==> src/rtl/pipeline_pkg.sv <==
// Shared pipeline memory-port defaults and the arbiter state encoding.
// Pure declarations: no latency or backpressure of its own.
package pipeline_pkg;

   localparam int ADDR_W_DEF  = 32;
   localparam int DATA_W_DEF  = 32;
   localparam int TIMEOUT_DEF = 15;

   typedef enum logic [1:0] {
      IDLE     = 2'd0,
      BUSY_IF  = 2'd1,
      BUSY_MEM = 2'd2
   } arb_state_t;

   // Data access outranks instruction fetch so a stalled load/store never starves the pipeline.
   function automatic arb_state_t pick_grant(input logic mem_ok, input logic if_ok);
      arb_state_t nxt;
      nxt = IDLE;
      if (mem_ok) begin
         nxt = BUSY_MEM;
      end else if (if_ok) begin
         nxt = BUSY_IF;
      end
      return nxt;
   endfunction

endpackage

==> src/rtl/arb_timeout_counter.sv <==
// Counts memory wait cycles for the granted access; expired fires combinationally on the last allowed cycle.
// Zero latency on expired; ready in the same cycle always suppresses expiry.
module arb_timeout_counter
   import pipeline_pkg::*;
#(
   parameter int TIMEOUT = TIMEOUT_DEF
)(
   input  logic clk,
   input  logic reset,
   input  logic clear,
   input  logic enable,
   input  logic ready,
   output logic expired
);

   localparam int               CNT_W = $clog2(TIMEOUT + 1);
   localparam logic [CNT_W-1:0] LAST  = CNT_W'(TIMEOUT - 1);

   logic [CNT_W-1:0] count;

   always_ff @(posedge clk) begin
      if (reset || clear) begin
         count <= '0;
      end else if (enable && !ready) begin
         count <= count + CNT_W'(1);
      end
   end

   // This cycle would be the TIMEOUT-th wait without a response.
   assign expired = enable && !ready && (count == LAST);

endmodule

==> src/rtl/mem_port_arbiter.sv <==
// Shares one variable-latency memory port between IF and MEM (MEM first); request-to-valid is 2 cycles plus memory wait.
// Requesters hold req and see stall until their one-cycle valid; a silent memory is abandoned after TIMEOUT cycles.
module mem_port_arbiter
   import pipeline_pkg::*;
#(
   parameter int ADDR_W  = ADDR_W_DEF,
   parameter int DATA_W  = DATA_W_DEF,
   parameter int TIMEOUT = TIMEOUT_DEF
)(
   input  logic              clk,
   input  logic              reset,
   input  logic              if_req,
   input  logic [ADDR_W-1:0] if_addr,
   output logic [DATA_W-1:0] if_rdata,
   output logic              if_valid,
   input  logic              mem_req,
   input  logic              mem_we,
   input  logic [ADDR_W-1:0] mem_addr,
   input  logic [DATA_W-1:0] mem_wdata,
   output logic [DATA_W-1:0] mem_rdata,
   output logic              mem_valid,
   output logic              port_req,
   output logic              port_we,
   output logic [ADDR_W-1:0] port_addr,
   output logic [DATA_W-1:0] port_wdata,
   input  logic [DATA_W-1:0] port_rdata,
   input  logic              port_ready,
   output logic              stall_IF,
   output logic              stall_MEM,
   output logic              timeout_err
);

   arb_state_t state;
   arb_state_t state_nxt;
   logic       grant_if;
   logic       grant_mem;
   logic       done_ok;
   logic       done_to;
   logic       busy;
   logic       owner_mem;
   logic       expired;

   always_ff @(posedge clk) begin
      if (reset) begin
         state <= IDLE;
      end else begin
         state <= state_nxt;
      end
   end

   // A requester whose valid is pulsing this cycle is not eligible, so a held request is not serviced twice.
   always_comb begin
      state_nxt = state;
      grant_if  = 1'b0;
      grant_mem = 1'b0;
      done_ok   = 1'b0;
      done_to   = 1'b0;
      case (state)
         IDLE: begin
            state_nxt = pick_grant(mem_req && !mem_valid, if_req && !if_valid);
            grant_mem = (state_nxt == BUSY_MEM);
            grant_if  = (state_nxt == BUSY_IF);
         end
         BUSY_IF, BUSY_MEM: begin
            if (port_ready) begin
               done_ok   = 1'b1;
               state_nxt = IDLE;
            end else if (expired) begin
               done_to   = 1'b1;
               state_nxt = IDLE;
            end
         end
         default: state_nxt = IDLE;
      endcase
   end

   assign busy      = (state == BUSY_IF) || (state == BUSY_MEM);
   assign owner_mem = (state == BUSY_MEM);

   arb_timeout_counter #(
      .TIMEOUT (TIMEOUT)
   ) u_wait (
      .clk     (clk),
      .reset   (reset),
      .clear   (grant_if || grant_mem),
      .enable  (busy),
      .ready   (port_ready),
      .expired (expired)
   );

   always_ff @(posedge clk) begin
      if (reset) begin
         port_req    <= 1'b0;
         port_we     <= 1'b0;
         port_addr   <= '0;
         port_wdata  <= '0;
         if_rdata    <= '0;
         mem_rdata   <= '0;
         if_valid    <= 1'b0;
         mem_valid   <= 1'b0;
         timeout_err <= 1'b0;
      end else begin
         if_valid  <= 1'b0;
         mem_valid <= 1'b0;

         if (grant_mem) begin
            port_req   <= 1'b1;
            port_we    <= mem_we;
            port_addr  <= mem_addr;
            port_wdata <= mem_wdata;
         end else if (grant_if) begin
            port_req   <= 1'b1;
            port_we    <= 1'b0;
            port_addr  <= if_addr;
            port_wdata <= '0;
         end else if (done_ok || done_to) begin
            port_req   <= 1'b0;
         end

         if (done_ok) begin
            if (owner_mem) begin
               mem_valid <= 1'b1;
               if (!port_we) begin
                  mem_rdata <= port_rdata;
               end
            end else begin
               if_valid <= 1'b1;
               if_rdata <= port_rdata;
            end
         end

         // Abandoned access still completes toward the requester, with zero data, so the pipeline can move on.
         if (done_to) begin
            timeout_err <= 1'b1;
            if (owner_mem) begin
               mem_valid <= 1'b1;
               mem_rdata <= '0;
            end else begin
               if_valid <= 1'b1;
               if_rdata <= '0;
            end
         end
      end
   end

   assign stall_MEM = mem_req && !mem_valid;
   assign stall_IF  = (if_req && !if_valid) || stall_MEM;

endmodule

==> config.mk <==
export PLATFORM = sky130hd
export DESIGN_NAME = mem_port_arbiter
export DESIGN_NICKNAME = d
export VERILOG_FILES = /design/src/rtl/pipeline_pkg.sv /design/src/rtl/arb_timeout_counter.sv /design/src/rtl/mem_port_arbiter.sv
export SDC_FILE = /design/constraint.sdc
export NUM_CORES = 1
export LEC_CHECK = 0
export ABC_AREA = 1
export ABC_CLOCK_PERIOD_IN_PS = 2100
export CORE_UTILIZATION = 42
export DETAILED_ROUTE_END_ITERATION = 7
export PLACE_DENSITY_LB_ADDON = 0.12
export SLEW_MARGIN = 10
export SYNTH_ARGS = -nofsm -noshare
export SYNTH_HDL_FRONTEND = slang
export SYNTH_SLANG_ARGS = --single-unit
export TNS_END_PERCENT = 5
==> constraint.sdc <==
create_clock -name clk -period 2.1 [get_ports clk]
set_input_delay 0.525 -clock clk [delete_from_list [all_inputs] [get_ports clk]]
set_output_delay 0.525 -clock clk [all_outputs]
set_load 0.05 [all_outputs]
==> run_results.csv <==
group,metric,value,unit
power,p_per_area,861,mW/mm²
worst_setup_path,critPathTopFamily,"buffers and inverters",
outcome,status,"finished clean",
drt,dr_wl_met3,1640,µm
global_route,grt_pass1_wl,28900,µm
placed_design,numPortBuffers,268,
floorplanning,start_util,0.430,
drt,drtIter0Drc,349,
layout,regArea,0.00278,mm²
placed_design,place_ws,0.0129,ns
floorplanning,dieArea,0.0147,mm²
floorplanning,fp.dieH,121,µm
synthesis,syn_nets,1022,
worst_setup_path,worstPathArrival,1.52,ns
synthesis,post-synth-top-count-cell,"nand2_1",
layout,n_antenna_cell,0,
worst_setup_path,crit_type,"register to output pin",
power,ir_drop,537,µV
layout,drive_gt1_frac,0.0713,
placed_design,dp_hpwl,11900,µm
clocking,clkLatencyLatePin,0.42,ns
sta,finalCritPeriodShare,0.976,
worst_setup_path,worst-path-max-fanout,2,
synthesis,synth-seq-area-share,0.466,
global_route,grt_usage,0.252,
drt,wl,17900,µm
drt,drc,0,
placed_design,routabilityCongestion,0.810,
worst_setup_path,critPathMaxStageDelay,0.80,ns
drt,vias,6198,
synthesis,yosysTopAreaCellShare,0.466,
layout,num-fill-cells,1216,
clocking,clock-sinks,139,
worst_setup_path,cp_slowest_cell,"clkdlybuf4s50_1",
synthesis,yosys_most_used_dff,"dfxtp_1",
synthesis,async_flop_share,0,
power,fin_total_pwr,8.16,mW
worst_setup_path,setup.worst_path.end_class,"output pin",
layout,stdcell_count,1330,
clocking,path_clk_slew,0.06,ns
drt,wl_per_cell,13.4,µm
clocking,htreeDepth,4,
global_route,gr-total-overflow,0,
floorplanning,coreArea,0.0139,mm²
sta,finalSetupTns,0,ns
clocking,tritoncts,"done",
drt,highest_layer,"met4",
sta,setup_viol,0,
drt,drt-met1-wl,7180,µm
drt,routed-wl-met2,8810,µm
clocking,cts_root_buf,"clkbuf_16",
job,cap_viol_max_count,0,
sta,max_slew_margin,0.570,
synthesis,ys_warn_count,0,
sta,rsz0062_at_grt,"true",
worst_setup_path,start_kind,"register",
synthesis,synth_area,0.00597,mm²
synthesis,synth_edf_count,0,
worst_setup_path,r2r_slack,0.23,ns
worst_setup_path,cp_num_buf_inv,1,
synthesis,ys_top_cells_by_count,"379 x nand2_1, 139 x dfxtp_1, 102 x nand3_1",
sta,hold_violations,0,
worst_setup_path,r2r-start,"state[1]$_SDFFE_PP0P_",
synthesis,synth-seq-cells,139,
drt,via_per_inst,4.66,
sta,min_period,2.05,ns
floorplanning,num_rows,43,
global_route,grt_max_degree,59,
synthesis,synthCells,883,
worst_setup_path,path_cells,"clkdlybuf4s50_1",
sta,maxSlewViolCount,0,
hold_path,hp-class,"register to register",
sta,tightest_slew,0.644,ns
clocking,cts_buffer_depth,2,
sta,fin_skew,0.0134,ns
synthesis,yosysTopAreaCell,"dfxtp_1",
sta,max_freq,0.488,GHz
worst_setup_path,crit_required,1.57,ns
floorplanning,ioPinCount,269,
hold_path,hold_path.startpoint,"port_wdata[0]$_SDFFE_PP0P_",
global_route,antenna_found_initial,0,
worst_setup_path,critPathLaunch,"if_rdata[18]$_SDFF_PP0_",
layout,multi_input_area,0.00260,mm²
sta,worst_slack,0.0510,ns
global_route,grt_pass1_vias,6060,
synthesis,synth_area_per_cell,6.76,µm²
drt,first_pass_iters,5,
drt,antenna_left,0,
layout,syn_to_final_growth,58.7,%
clocking,cts_buffers,17,
synthesis,netlist_top_cells_area,"dfxtp_1 47%, nand2_1 24%, nand3_1 8.6%, inv_1 4.8%, nor2_1 4.8%",
synthesis,synth.distinct_cells,23,
floorplanning,die_w,121,µm
power,p_leak,5.47,nW
layout,final_net_count,1276,
placed_design,placedCellCount,1298,
sta,finalHoldWorstSlack,0.440,ns
power breakdown:
part / internal [mW] / total (mW) / switching [mW] / leakage [nW]
Sequential: 2.84 / 2.94 / 0.101 / 1.13
Clock: 1.99 / 3.11 / 1.12 / 0.306
Combinational: 0.715 / 2.11 / 1.39 / 4.03
repair_timing:
item                                    4_1_cts  5_1_grt
hold buffers                                  0        0
endpoints found under the setup margin       66       50
buffers inserted                              0        0
hold endpoints to repair                      0        0
resized for setup                            66       49
stage by stage:
stage,instance area (µm²),util
floorplan,5970,-
global placement,8810,0.634
detailed placement,8810,0.634
CTS,9350,0.673
global route,9470,0.682
finish,9470,0.682
state kept, by name, summed over array words and instances (netlist names):
signal        cells
u_wait.count      4
if_valid          1
state             2
port_req          1
port_wdata       32
mem_valid         1
mem_rdata        32
port_we           1
port_addr        32
if_rdata         32
timeout_err       1
kinds of logic (layout without fill, tap and decap cells):
family / Yosys count / in the layout / synth area share
buf+inv: 135 / 402 / 0.0983
compound gates: 6 / 6 / 0.00503
simple gates: 598 / 598 / 0.420
fa+ha+maj: 5 / 5 / 0.0105
flops: 139 / 139 / 0.466
cells in the final DEF (no fill, tap or decap):
cell type / instances
a21oi_1: 4
buf_12: 8
buf_4: 33
bufinv_16: 3
clkbuf_1: 1
clkbuf_16: 17
clkbuf_8: 4
clkdlybuf4s50_1: 134
clkinv_1: 1
clkinv_2: 3
clkinv_4: 3
clkinvlp_4: 1
dfxtp_1: 139
dlygate4sd2_1: 66
dlymetal6s2s_1: 49
ha_1: 5
inv_1: 76
inv_2: 3
nand2_1: 379
nand2_4: 1
nand3_1: 102
nand3_2: 1
nand3_4: 1
nand3b_1: 1
nand4_1: 33
nor2_1: 76
nor2_2: 1
nor2_4: 2
o21ai_0: 1
o21ai_1: 1
or2_2: 1
layer usage:
metal	global-route usage	vias to the layer above
li1	-	3231
met1	0.287	2714
met2	0.429	237
met3	0.0949	16
met4	0.0864	0
met5	0	-
layout make-up:
cell class,count,area share
clock buffer,22,0.0511
clock inverter,10,0.0147
inverter,80,0.0317
multi-input combinational,609,0.274
sequential,139,0.294
tap,180,0.0238
timing repair buffer,290,0.310
path summary, 6_finish.rpt:
check                                                   to  cells after the start
worst min register to register  port_wdata[0]$_SDFFE_PP0P_                      2
worst max-delay path                          if_rdata[18]                      1
worst min-delay path            port_wdata[0]$_SDFFE_PP0P_                      2
worst max register to register     if_rdata[12]$_SDFF_PP0_                      9
Note: power is estimated with default switching activity, not from simulation.
